**src/rtl/io_ring_pwr_seq.sv**
```systemverilog
// Supply-sequencing controller for the 1.8 V IO ring: synchronises and debounces
// the VDDIO/VDD supply-good detectors, then releases isolation and output enable.
module io_ring_pwr_seq #(
  parameter int CNT_W        = 16,
  parameter int DEBOUNCE_CYC = 64,
  parameter int SETTLE_CYC   = 16
) (
  input  logic       clk,
  input  logic       rst,
  input  logic       vddio_ok_async,
  input  logic       vdd_ok_async,
  input  logic       pwr_dn_req,
  input  logic       fault_clr,
  output logic       iso_en,
  output logic       pad_oe_en,
  output logic       ring_ready,
  output logic       fault,
  output logic [2:0] state
);

  localparam logic [2:0] S_WAIT   = 3'd0;
  localparam logic [2:0] S_DEISO  = 3'd1;
  localparam logic [2:0] S_ACTIVE = 3'd2;
  localparam logic [2:0] S_DRAIN  = 3'd3;
  localparam logic [2:0] S_OFF    = 3'd4;

  localparam logic [CNT_W-1:0] DEB_LAST    = CNT_W'(DEBOUNCE_CYC - 1);
  localparam logic [CNT_W-1:0] SETTLE_LAST = CNT_W'(SETTLE_CYC - 1);

  logic [1:0]       vddio_sync;
  logic [1:0]       vdd_sync;
  logic             supply_ok;
  logic             loss_fault;
  logic [CNT_W-1:0] cnt;

  always_ff @(posedge clk or posedge rst) begin
    if (rst) begin
      vddio_sync <= '0;
      vdd_sync   <= '0;
    end else begin
      vddio_sync <= {vddio_sync[0], vddio_ok_async};
      vdd_sync   <= {vdd_sync[0], vdd_ok_async};
    end
  end

  assign supply_ok = vddio_sync[1] & vdd_sync[1];

  // Losing a supply while the pads are not isolated is the only fault source.
  always_comb begin
    loss_fault = 1'b0;
    if (!supply_ok && (state == S_DEISO || state == S_ACTIVE || state == S_DRAIN))
      loss_fault = 1'b1;
  end

  always_ff @(posedge clk or posedge rst) begin
    if (rst) begin
      state      <= S_WAIT;
      cnt        <= '0;
      iso_en     <= 1'b1;
      pad_oe_en  <= 1'b0;
      ring_ready <= 1'b0;
      fault      <= 1'b0;
    end else begin
      fault <= loss_fault | (fault & ~fault_clr);
      if (loss_fault) begin
        state      <= S_WAIT;
        cnt        <= '0;
        iso_en     <= 1'b1;
        pad_oe_en  <= 1'b0;
        ring_ready <= 1'b0;
      end else begin
        case (state)
          S_WAIT: begin
            if (pwr_dn_req) begin
              state <= S_OFF;
              cnt   <= '0;
            end else if (!supply_ok) begin
              cnt <= '0;
            end else if (cnt == DEB_LAST) begin
              state  <= S_DEISO;
              iso_en <= 1'b0;
              cnt    <= '0;
            end else begin
              cnt <= cnt + CNT_W'(1);
            end
          end
          S_DEISO: begin
            if (pwr_dn_req) begin
              state  <= S_OFF;
              iso_en <= 1'b1;
              cnt    <= '0;
            end else if (cnt == SETTLE_LAST) begin
              state      <= S_ACTIVE;
              pad_oe_en  <= 1'b1;
              ring_ready <= 1'b1;
              cnt        <= '0;
            end else begin
              cnt <= cnt + CNT_W'(1);
            end
          end
          S_ACTIVE: begin
            if (pwr_dn_req) begin
              state      <= S_DRAIN;
              pad_oe_en  <= 1'b0;
              ring_ready <= 1'b0;
              cnt        <= '0;
            end
          end
          S_DRAIN: begin
            if (cnt == SETTLE_LAST) begin
              state  <= S_OFF;
              iso_en <= 1'b1;
              cnt    <= '0;
            end else begin
              cnt <= cnt + CNT_W'(1);
            end
          end
          S_OFF: begin
            iso_en     <= 1'b1;
            pad_oe_en  <= 1'b0;
            ring_ready <= 1'b0;
            if (!pwr_dn_req) begin
              state <= S_WAIT;
              cnt   <= '0;
            end
          end
          default: begin
            state      <= S_WAIT;
            cnt        <= '0;
            iso_en     <= 1'b1;
            pad_oe_en  <= 1'b0;
            ring_ready <= 1'b0;
          end
        endcase
      end
    end
  end

endmodule

```
**config.mk**
```make
export PLATFORM = sky130hd
export DESIGN_NAME = io_ring_pwr_seq
export DESIGN_NICKNAME = d
export VERILOG_FILES = /design/src/rtl/io_ring_pwr_seq.sv
export SDC_FILE = /design/constraint.sdc
export NUM_CORES = 1
export LEC_CHECK = 0
export ABC_AREA = 1
export BUFFER_PORTS_ARGS = -buffer_cell sky130_fd_sc_hd__buf_4
export CAP_MARGIN = 20
export CORE_MARGIN = 10
export CORE_UTILIZATION = 49
export CTS_CLUSTER_SIZE = 16
export DETAILED_ROUTE_END_ITERATION = 7
export PLACE_DENSITY = 0.67
export SYNTH_ARGS = -nofsm -noshare
export SYNTH_HDL_FRONTEND = slang
export SYNTH_SLANG_ARGS = --single-unit
```
**constraint.sdc**
```tcl
create_clock -name clk -period 3.6 [get_ports clk]
set_input_delay 0.72 -clock clk [delete_from_list [all_inputs] [get_ports clk]]
set_output_delay 0.72 -clock clk [all_outputs]
set_load 0.02 [all_outputs]
```
==> metrics, run 1 <==
via count 1488; Slew Viols, Final 0; Core Rows 21; Setup Skew ~2.6 ps; DP Worst Slack between 1500 and 2000 ps; port bufs 12; synth-to-layout area growth 8.975%; final setup margin 1846 ps; asr flop ratio synth 1.000; number of inserted diodes 0; Peak supply drop between 0.00015 and 0.0002 V; clock sinks 26; max-cap violation count 0; H-tree Lvls 1; setup bufs post-CTS 0; endpoints failing hold 0; register area share after synthesis 0.3897; Clk pin slew, worst setup/hold paths 140 ps; Fin Hold WS 354.2 ps; Core Area 3311 sq um; Post-Route WL approximately 3600 um; Tmin final 1754 ps; number of distinct library cells after synthesis 25; Post-synth EDFFs 0; Cell Area, Synth roughly 1700 sq um; Slew Limit Headroom 0.7224; RSZ-0062 raised after global routing false; Hold Buf Count CTS 0; Yosys reg bits 26; Fmax 0.5700 GHz; die area 6151 sq um; outcome complete, no violations; Synth warnings 0; gp weighted congestion a little over 0.9; CTS tree done; WP data arrival 1960 ps; Avg Vias per Cell 4.977; DR WL/cell 12.04 um; initial antenna violation count 0; Pwr Density 411.6 nW/um^2; nets ~260; vias in the first global route 1417; antenna violation net count after detailed routing 0; CTS root buffer clkbuf_4; Die X 78.43 um; Hold Crit Class in2async; Crit Path Category reg2reg; Worst setup EP type register; fin crit share 0.4873; GR Overflow Total 0; Startpoint Class register; height of the die approximately 78 um; FILL cells 357; Initial Util 0.5053; largest net degree at the start of global routing 27; Worst EP required 3800 ps; Main synth FF type dfrtp_1; first-pass GRT wire length 6658 um; leak pwr 0.9537 nW; Avg Cell Area, Syn 6.856 sq um; Num CTS Buffers 3; # setup viols final 0; share of layout cells above drive strength 1 0.1146; DP Wirelength about 2700 um; Worst Tran Pin Value between 400 and 500 ps; synthesized instance count 244; router iterations before antenna repair 4; post-synth net total 251; post-CTS sizing 0; GRT Resource Usage Total 0.1265; Top Ports 13; Max Root-Sink Buffers 2; setup_tns 0 ps; Residual DRC 0; 1st-iter DRT viols 122; worst skew pair latency 310 ps; worst-path fanout max 13
## metrics by stage
| step | utilization | power (mW) | instances | area [sq um] |
|---|---|---|---|---|
| after detailed placement | 0.5344 | 0.6274 | 294 | 1769 |
| final | 0.5506 | 0.7503 | 299 | 1823 |
| after floorplan | - | 0.5572 | 244 | 1673 |
| after CTS | 0.5423 | 0.7545 | 298 | 1795 |
| after global routing | 0.5506 | 0.8186 | 299 | 1823 |
| after global placement | 0.5344 | 0.6257 | 294 | 1769 |
## critical path, stage by stage (launching register included)
cell and delay, ps:
dfrtp_1 410, ha_1 240, nand3_2 180, nor2_2 170
nand3_2 140, nand2_2 90, nand2_2 160, inv_1 160
o21ai_0 100
## cells by family (layout without fill, tap and decap cells)
| family | count (synthesis) | after routing | share of synthesized area |
|---|---|---|---|
| simple gates | 162 | 162 | 0.4211 |
| buf+inv | 31 | 40 | 0.08227 |
| flops | 26 | 26 | 0.3897 |
| compound gates | 15 | 15 | 0.05235 |
| xor+xnor | 9 | 9 | 0.04712 |
| fa+ha+maj | 1 | 1 | 0.007478 |
## registers in the layout (all words and copies together) (netlist names)
register	count
cnt	16
fault	1
iso_en	1
ring_ready	1
state	3
vdd_sync	2
vddio_sync	2
## power breakdown
part	total [mW]	internal (mW)	switching, mW
Combinational	0.286	0.0814	0.205
Sequential	0.338	0.317	0.0218
Clock	0.126	0.0432	0.0826
Total	0.750	0.441	0.309
## cells in the mapped netlist, types with 5 or more instances
| cell | n | area, sq um |
|---|---|---|
| dfrtp_1 | 25 | 625.6 |
| xor2_1 | 7 | 61.31 |
| a21oi_1 | 5 | 25.02 |
| nor2_1 | 35 | 131.4 |
| nand2_1 | 85 | 319.1 |
| nand3_1 | 21 | 105.1 |
| inv_1 | 22 | 82.58 |
## cells in the final DEF, fill, tap and decap left out, types with 2 or more instances in the layout
| cell type | count |
|---|---|
| dfrtp_1 | 25 |
| clkbuf_4 | 3 |
| xnor2_1 | 2 |
| buf_4 | 12 |
| o21bai_1 | 4 |
| nand3_2 | 4 |
| a21oi_1 | 5 |
| xor2_1 | 7 |
| o21ai_0 | 4 |
| inv_1 | 22 |
| nand4_1 | 4 |
| nor3_1 | 2 |
| nand3b_1 | 4 |
| nand3_1 | 21 |
| nand2_1 | 85 |
| nor2_2 | 4 |
| nand2_2 | 3 |
| nor2_1 | 35 |
## path summary, 6_finish.rpt
kind / start / to / slack [ps] / cells past startpoint
max: cnt[1]$_DFFE_PP0P_ / cnt[12]$_DFFE_PP0P_ / 1850 / 8
min: rst / cnt[2]$_DFFE_PP0P_ / 350 / 2
max reg2reg: cnt[1]$_DFFE_PP0P_ / cnt[12]$_DFFE_PP0P_ / 1850 / 8
min reg2reg: vdd_sync[0]$_DFF_PP0_ / vdd_sync[1]$_DFF_PP0_ / 370 / 0
max in group asynchronous: rst / iso_en$_DFFE_PP1P_ / 2750 / 3
min in group clk: vdd_sync[0]$_DFF_PP0_ / vdd_sync[1]$_DFF_PP0_ / 370 / 0
## metal layers
metal / global-route usage / share of wire / vias to the layer above
met4: 0.01971 / 0.0053 / 0
met1: 0.1649 / 0.49 / 687
met2: 0.2130 / 0.47 / 21
met5: 0 / 0 / -
met3: 0.02733 / 0.040 / 2
li1: - / - / 778
## layout make-up
class / instances / area [sq um] / area share
flip-flops and latches: 26 / 651.9 / 0.3576
well taps: 46 / 57.56 / 0.03157
multi-input cells: 187 / 883.3 / 0.4846
clock buffers: 4 / 26.28 / 0.01441
repair buffers: 13 / 117.6 / 0.06452
inverters: 23 / 86.33 / 0.04736
(Power assumes the default switching activity.)
==> run 2, diff against run 1 <==
--- a/config.mk
+++ b/config.mk
@@ -5,14 +5,14 @@
 export SDC_FILE = /design/constraint.sdc
 export NUM_CORES = 1
 export LEC_CHECK = 0
-export ABC_AREA = 1
+export ABC_AREA = 0
 export BUFFER_PORTS_ARGS = -buffer_cell sky130_fd_sc_hd__buf_4
 export CAP_MARGIN = 20
 export CORE_MARGIN = 10
 export CORE_UTILIZATION = 49
 export CTS_CLUSTER_SIZE = 16
 export DETAILED_ROUTE_END_ITERATION = 7
-export PLACE_DENSITY = 0.67
+export PLACE_DENSITY = 0.7
 export SYNTH_ARGS = -nofsm -noshare
 export SYNTH_HDL_FRONTEND = slang
 export SYNTH_SLANG_ARGS = --single-unit
==> constraint.sdc (replaced) <==
create_clock -name clk -period 1.42 [get_ports clk]
set_input_delay 0.284 -clock clk [delete_from_list [all_inputs] [get_ports clk]]
set_output_delay 0.284 -clock clk [all_outputs]
set_load 0.02 [all_outputs]
==> run 2 against run 1 <==
  * The flow now finishes with violations (negative hold slack, negative setup slack)
  * Synthesized area fell by 11%
  * Utilization up 20 points
  * Flip-flop and latch count is the same
  * Via count grew 3.4%
  * Total power up 69%
  * Register-to-register slack lost 2700 ps
  * Cell area grew 16%
  * Setup slack lost 2700 ps
  * Worst hold slack got worse by 360 ps
  * Global-route usage increased by 2.8 points
  * Die area shrank 8.2%
  * Critical endpoint is now cnt[0]$_DFFE_PP0P_
  * Largest cell class unchanged
==> metrics, run 2 <==
post-synth net total 179 (was 251); Crit Path Category reg2reg (unchanged); area leader, netlist dfrtp_1 (unchanged); WP data arrival 2500 ps (was 1960 ps); CTS root buffer clkbuf_4 (unchanged); Core Rows 19 (was 21); number of distinct library cells after synthesis 46 (was 25); Worst setup EP type register (unchanged); most flop-heavy register cnt (unchanged); Hold Crit Class in2async (unchanged); DP Wirelength 2996 um (was 2701 um); largest cells by area after synthesis dfrtp_1, nand2_1, nor2_1 (unchanged); synth cell count leaders nand2_1, dfrtp_1, nor2_1, nand3_1, o22ai_1 (was nand2_1, nor2_1, dfrtp_1, inv_1, nand3_1); failing checks negative hold slack, negative setup slack; Top Registers cnt x16, state x3 (unchanged); total power 1.269 mW (was 0.7503 mW); Fmax 0.4392 GHz (was 0.5700 GHz); Die X 75.15 um (was 78.43 um); Avg Cell Area, Syn 8.664 sq um (was 6.856 sq um); first-pass GRT wire length 6948 um (was 6658 um); Pwr Density 599.3 nW/um^2 (was 411.6 nW/um^2); GRT Resource Usage Total 0.1549 (was 0.1265); CP dominant cell by count or4_4; GR Overflow Total 0 (unchanged); number of inserted diodes 0 (unchanged); vias in the first global route 1553 (was 1417); 1st-iter DRT viols 62 (was 122); gp weighted congestion 0.8962 (was 0.9354); # setup viols final 21 (was 0); DR WL/cell 15.61 um (was 12.04 um); clock sinks 26 (unchanged); router iterations before antenna repair 4 (unchanged); final setup margin -857.1 ps (was 1846 ps); Setup Skew 3.092 ps (was 2.633 ps); max-cap violation count 0 (unchanged); Top Ports 13 (unchanged); Peak supply drop 0.0004342 V (was 0.0001701 V); top-count cell post-synth nand2_1 (unchanged); Worst EP required 1640 ps (was 3800 ps); Clk pin slew, worst setup/hold paths 140 ps (about the same); Startpoint Class register (unchanged); die area 5647 sq um (was 6151 sq um); DP Worst Slack -859.2 ps (was 1732 ps); Cell Area, Placed 1942 sq um (was 1769 sq um); initial antenna violation count 0 (unchanged); asr flop ratio synth 1.000 (unchanged); fin util 0.7483 (was 0.5506); Worst Tran Pin Value 348.3 ps (was 416.0 ps); RSZ-0062 raised after global routing true (was false); cell count after placement 255 (was 294); nets 243 (was 261); H-tree Lvls 1 (unchanged); final instance area 2117 sq um (was 1823 sq um); max reg flops 16 (unchanged); leak pwr 1.069 nW (was 0.9537 nW); commonest non-fill, non-tap cell in the layout buf_4 (was nand2_1); worst-path fanout max 5 (was 13); Yosys reg bits 26 (unchanged); Slew Limit Headroom 0.7661 (was 0.7224); share of layout cells above drive strength 1 0.3915 (was 0.1146); fin crit share 1.604 (was 0.4873); Tmin final 2277 ps (was 1754 ps); Max stage delay on crit path 530 ps (was 410 ps); worst skew pair latency 320 ps (was 310 ps); Main synth FF type dfrtp_1 (unchanged); Cell Area, Synth 1490 sq um (was 1673 sq um); Fin Hold WS -1.321 ps (was 354.2 ps); endpoints failing hold 3 (was 0); post-synth top area share 0.4198 (was 0.3740); synthesized instance count 172 (was 244); Avg Vias per Cell 5.786 (was 4.977); Post-Route WL 4153 um (was 3601 um); Post-synth EDFFs 0 (unchanged); height of the die 75.15 um (was 78.43 um); Residual DRC 0 (unchanged); register area share after synthesis 0.4374 (was 0.3897); Cell Count, Final, Fillers Out 266 (was 299); Synth warnings 0 (unchanged); via count 1539 (was 1488); Max Root-Sink Buffers 2 (unchanged); Core Area 2829 sq um (was 3311 sq um); port bufs 12 (unchanged); commonest non-fill, non-tap cells in the layout buf_4, nand2_1, dfrtp_1, nor2_1, nand3_1 (was nand2_1, nor2_1, dfrtp_1, inv_1, nand3_1); Num CTS Buffers 3 (unchanged); critical path's slowest cell or4_4 (was dfrtp_1); outcome finished with violations (was complete, no violations); CTS tree done (unchanged); worst path cell trace or4_4 > or4_4 > o211a_4 > or2_1 > mux2_2 (was ha_1 > nand3_2 > nor2_2 > nand3_2 > nand2_2 > nand2_2 > inv_1 > o21ai_0); antenna violation net count after detailed routing 0 (unchanged); synth-to-layout area growth 42.07% (was 8.975%); Initial Util 0.5268 (was 0.5053); largest net degree at the start of global routing 27 (unchanged); Slew Viols, Final 0 (unchanged)
[run 2: area by class of cell]
class,instances,area [sq um]
inverters,7,26.28
fillers,212,711.9
well taps,31,38.79
multi-input cells,131,855.8
flip-flops and latches,26,651.9
repair buffers,67,518.0
clock buffers,4,26.28
[run 2: critical path: cells and delay by family, from the launching register on]
family             cells  cell delay [ps]
AOI/OAI and AO/OA      1              270
DFF                    1              400
muxes                  1              260
and+or+nand+nor        3             1250
[run 2: metrics by stage]
| step | TNS [ps] | hold WS [ps] |
|---|---|---|
| 2_1_floorplan | -14110 | 315.4 |
| 3_3_place_gp | -14530 | 332.7 |
| 3_5_place_dp | -15540 | 334.7 |
| 4_1_cts | -15840 | 3.865 |
| 5_1_grt | -17220 | 21.19 |
| 6_report | -15670 | -1.321 |
[run 2: power breakdown]
part / internal [mW] / leakage, nW / total (mW) / switching (mW)
sequential: 0.755 / 0.347 / 0.764 / 0.00869
clock: 0.110 / 0.0150 / 0.327 / 0.217
combinational: 0.0770 / 0.707 / 0.178 / 0.101
total: 0.942 / 1.07 / 1.27 / 0.327
[run 2: what timing repair did]
| action | in CTS | in global routing |
|---|---|---|
| gates resized for setup | 16 | 7 |
| hold buffers | 0 | 0 |
| endpoints found under the hold margin | 0 | 0 |
| setup endpoints to repair | 21 | 22 |
| pin swaps | 5 | 8 |
| gates cloned | 0 | 0 |
| setup buffers | 5 | 2 |
[run 2: path summary, 6_finish.rpt]
path                                          from                      end  slack, ps  depth (start not counted)
min in group clk                      vdd_ok_async    vdd_sync[0]$_DFF_PP0_         60                          1
min                                            rst    vdd_sync[1]$_DFF_PP0_         -1                          3
max                            cnt[13]$_DFFE_PP0P_       cnt[0]$_DFFE_PP0P_       -860                          5
max reg2reg                    cnt[13]$_DFFE_PP0P_       cnt[0]$_DFFE_PP0P_       -860                          5
min reg2reg                vddio_sync[0]$_DFF_PP0_  vddio_sync[1]$_DFF_PP0_        370                          0
max in group asynchronous                      rst       iso_en$_DFFE_PP1P_       1130                          3
[run 2: cell families after synthesis]
kind of cell               Yosys count  synth area share
buffers and inverters               15           0.04282
DFF                                 26            0.4375
AOI/OAI and AO/OA                   39            0.1906
and+or+nand+nor                     88            0.3006
muxes                                2           0.01427
xor gates and xnor gates             1          0.005878
adders and majority gates            1          0.008395
[run 2: per-layer routing]
metal	vias up	GRT usage	wire length, um
met5	-	0	0
met2	35	0.2876	2158
met3	7	0.02891	207
li1	746	-	-
met4	0	0.06186	57
met1	751	0.1693	1729
==> run 3, diff against run 2 <==
--- a/config.mk
+++ b/config.mk
@@ -5,7 +5,7 @@
 export SDC_FILE = /design/constraint.sdc
 export NUM_CORES = 1
 export LEC_CHECK = 0
-export ABC_AREA = 0
+export ABC_AREA = 1
 export BUFFER_PORTS_ARGS = -buffer_cell sky130_fd_sc_hd__buf_4
 export CAP_MARGIN = 20
 export CORE_MARGIN = 10
@@ -13,6 +13,8 @@
 export CTS_CLUSTER_SIZE = 16
 export DETAILED_ROUTE_END_ITERATION = 7
 export PLACE_DENSITY = 0.7
+export SKIP_CTS_REPAIR_TIMING = 1
+export SLEW_MARGIN = 10
 export SYNTH_ARGS = -nofsm -noshare
 export SYNTH_HDL_FRONTEND = slang
 export SYNTH_SLANG_ARGS = --single-unit
==> run 3 against run 2 <==
  * The flow now finishes without violations
  * Highest routed layer unchanged
  * Routed wire length grew 0.55%
  * Die area grew 8.9%
  * Global-route usage shrank 1.6 points
  * First-iteration DRC count grew 65%
==> metrics, run 3 (synthesis results as in run 1) <==
Slew Viols, Final 0 (unchanged); Setup Skew 8.146 ps (was 3.092 ps); Residual DRC 0 (unchanged); Core Area 3311 sq um (was 2829 sq um); Tmin final 1408 ps (was 2277 ps); Top Registers cnt x16, state x3 (unchanged); Pint 1.401 mW (was 0.9421 mW); WP data arrival 1680 ps (was 2500 ps); worst skew pair latency 330 ps (was 320 ps); DR WL/cell 12.25 um (was 15.61 um); endpoints failing hold 0 (was 3); Crit Path Category reg2reg (unchanged); Initial Util 0.5053 (was 0.5268); Die X 78.43 um (was 75.15 um); GR Overflow Total 0 (unchanged); Post-Route WL 4176 um (was 4153 um); Num CTS Buffers 3 (unchanged); die area 6151 sq um (was 5647 sq um); Seq pwr share 0.363 (was 0.602); Reg-to-Reg Start cnt[1]$_DFFE_PP0P_ (was cnt[13]$_DFFE_PP0P_); Hold Crit Class in2reg (was in2async); GRT Resource Usage Total 0.1386 (was 0.1549); antenna violation net count after detailed routing 0 (unchanged); Core Rows 21 (was 19); Top Ports 13 (unchanged); Max Root-Sink Buffers 2 (unchanged); router iterations before antenna repair 4 (unchanged); setup_tns 0 ps (was -15670 ps); 1st-iter DRT viols 102 (was 62); height of the die 78.43 um (was 75.15 um); Worst EP required 1690 ps (was 1640 ps); total power 2.343 mW (was 1.269 mW); FILL cells 290 (was 212); max reg flops 16 (unchanged); CTS root buffer clkbuf_4 (unchanged); number of inserted diodes 0 (unchanged); commonest non-fill, non-tap cells in the layout nand2_1, buf_4, nor2_1, dfrtp_1, inv_1 (was buf_4, nand2_1, dfrtp_1, nor2_1, nand3_1); beginning of the worst hold path vdd_ok_async; worst reg2reg path depth 8 (was 5); initial antenna violation count 0 (unchanged); port bufs 12 (unchanged); nets 303 (was 243); FF-to-FF End ring_ready$_DFFE_PP0P_ (was cnt[0]$_DFFE_PP0P_); switch share 0.4021 (was 0.2575); Clk pwr share 0.164 (was 0.258); fin crit share 0.9917 (was 1.604); Avg Vias per Cell 4.997 (was 5.786); Fin Hold WS 50.41 ps (was -1.321 ps); max-cap violation count 0 (unchanged); fin util 0.6859 (was 0.7483); Fmax 0.7101 GHz (was 0.4392 GHz); CTS tree done (unchanged); commonest non-fill, non-tap cell in the layout nand2_1 (was buf_4); H-tree Lvls 1 (unchanged); share of layout cells above drive strength 1 0.3492 (was 0.3915); R2R Setup Slk 10 ps (was -860 ps); Pwr Density 1032 nW/um^2 (was 599.3 nW/um^2); Peak supply drop 0.0006451 V (was 0.0004342 V); Gate power share 0.473 (was 0.140); leak pwr 1.180 nW (was 1.069 nW); most flop-heavy register cnt (unchanged); Slew Limit Headroom 0.7759 (was 0.7661); Worst Tran Pin Value 336.2 ps (was 348.3 ps); Clk pin slew, worst setup/hold paths 140 ps (about the same); Hold Crit Depth 1; via count 1704 (was 1539); worst-path fanout max 3 (was 5); vias in the first global route 1710 (was 1553); outcome complete, no violations (was finished with violations); first-pass GRT wire length 7100 um (was 6948 um); DP Wirelength 3135 um (was 2996 um); largest net degree at the start of global routing 27 (unchanged); # setup viols final 0 (was 21); Worst Hold End vdd_sync[0]$_DFF_PP0_; clock sinks 26 (unchanged); synth-to-layout area growth 35.75% (was 42.07%); Startpoint Class register (unchanged); RSZ-0062 raised after global routing true (unchanged); gp weighted congestion 0.8995 (was 0.8962); Worst setup EP type register (unchanged); Psw 0.9423 mW (was 0.3267 mW)
## run 3: worst max-delay path by stage
stage | start | to | cells past startpoint
floorplan | cnt[0]$_DFFE_PP0P_ | cnt[3]$_DFFE_PP0P_ | 9
global placement | cnt[0]$_DFFE_PP0P_ | cnt[12]$_DFFE_PP0P_ | 8
detailed placement | cnt[0]$_DFFE_PP0P_ | cnt[12]$_DFFE_PP0P_ | 8
CTS | cnt[0]$_DFFE_PP0P_ | cnt[12]$_DFFE_PP0P_ | 8
global route | cnt[1]$_DFFE_PP0P_ | ring_ready$_DFFE_PP0P_ | 8
finish | cnt[1]$_DFFE_PP0P_ | ring_ready$_DFFE_PP0P_ | 8
## run 3: worst max-delay path, cell delays in order, from the launching register on
cell	delay, ps
dfrtp_1	380
ha_2	210
nand3_2	100
nor2_2	110
nand3_2	130
buf_4	170
nor2_1	90
a21oi_1	70
nor2_1	80
## run 3: final cells by class
type	instances	area, sq um	share of cell area
Tap cell	46	57.56	0.02534
Multi-Input combinational cell	188	1016	0.4474
Sequential cell	26	654.4	0.2882
Clock buffer	4	36.28	0.01598
Inverter	23	91.34	0.04022
Timing Repair Buffer	54	415.4	0.1829
## run 3: power by group through the flow
stage                     Combinational, mW  Sequential [mW]  Clock (mW)
after global routing                   1.23            0.865       0.423
after CTS                             0.975            0.843       0.389
after floorplan                       0.498            0.915           0
after detailed placement              0.969            0.857           0
final                                  1.11            0.851       0.384
after global placement                0.954            0.856           0
## run 3: routing by layer
metal,share of wire,vias up,routed length (um),track usage
met2,0.50,37,2081,0.2336
met4,0.021,0,89,0.06989
li1,-,870,-,-
met1,0.43,788,1798,0.1629
met3,0.049,9,206,0.02847
met5,0,-,0,0
## run 3: metrics by stage
stage | cells | cell area [sq um] | worst slack [ps]
after CTS | 334 | 2076 | -110.4
final | 341 | 2271 | 11.79
after floorplan | 244 | 1673 | 4.499
after global placement | 330 | 2039 | -25.53
after detailed placement | 330 | 2039 | -72.90
after global routing | 341 | 2271 | -119.9
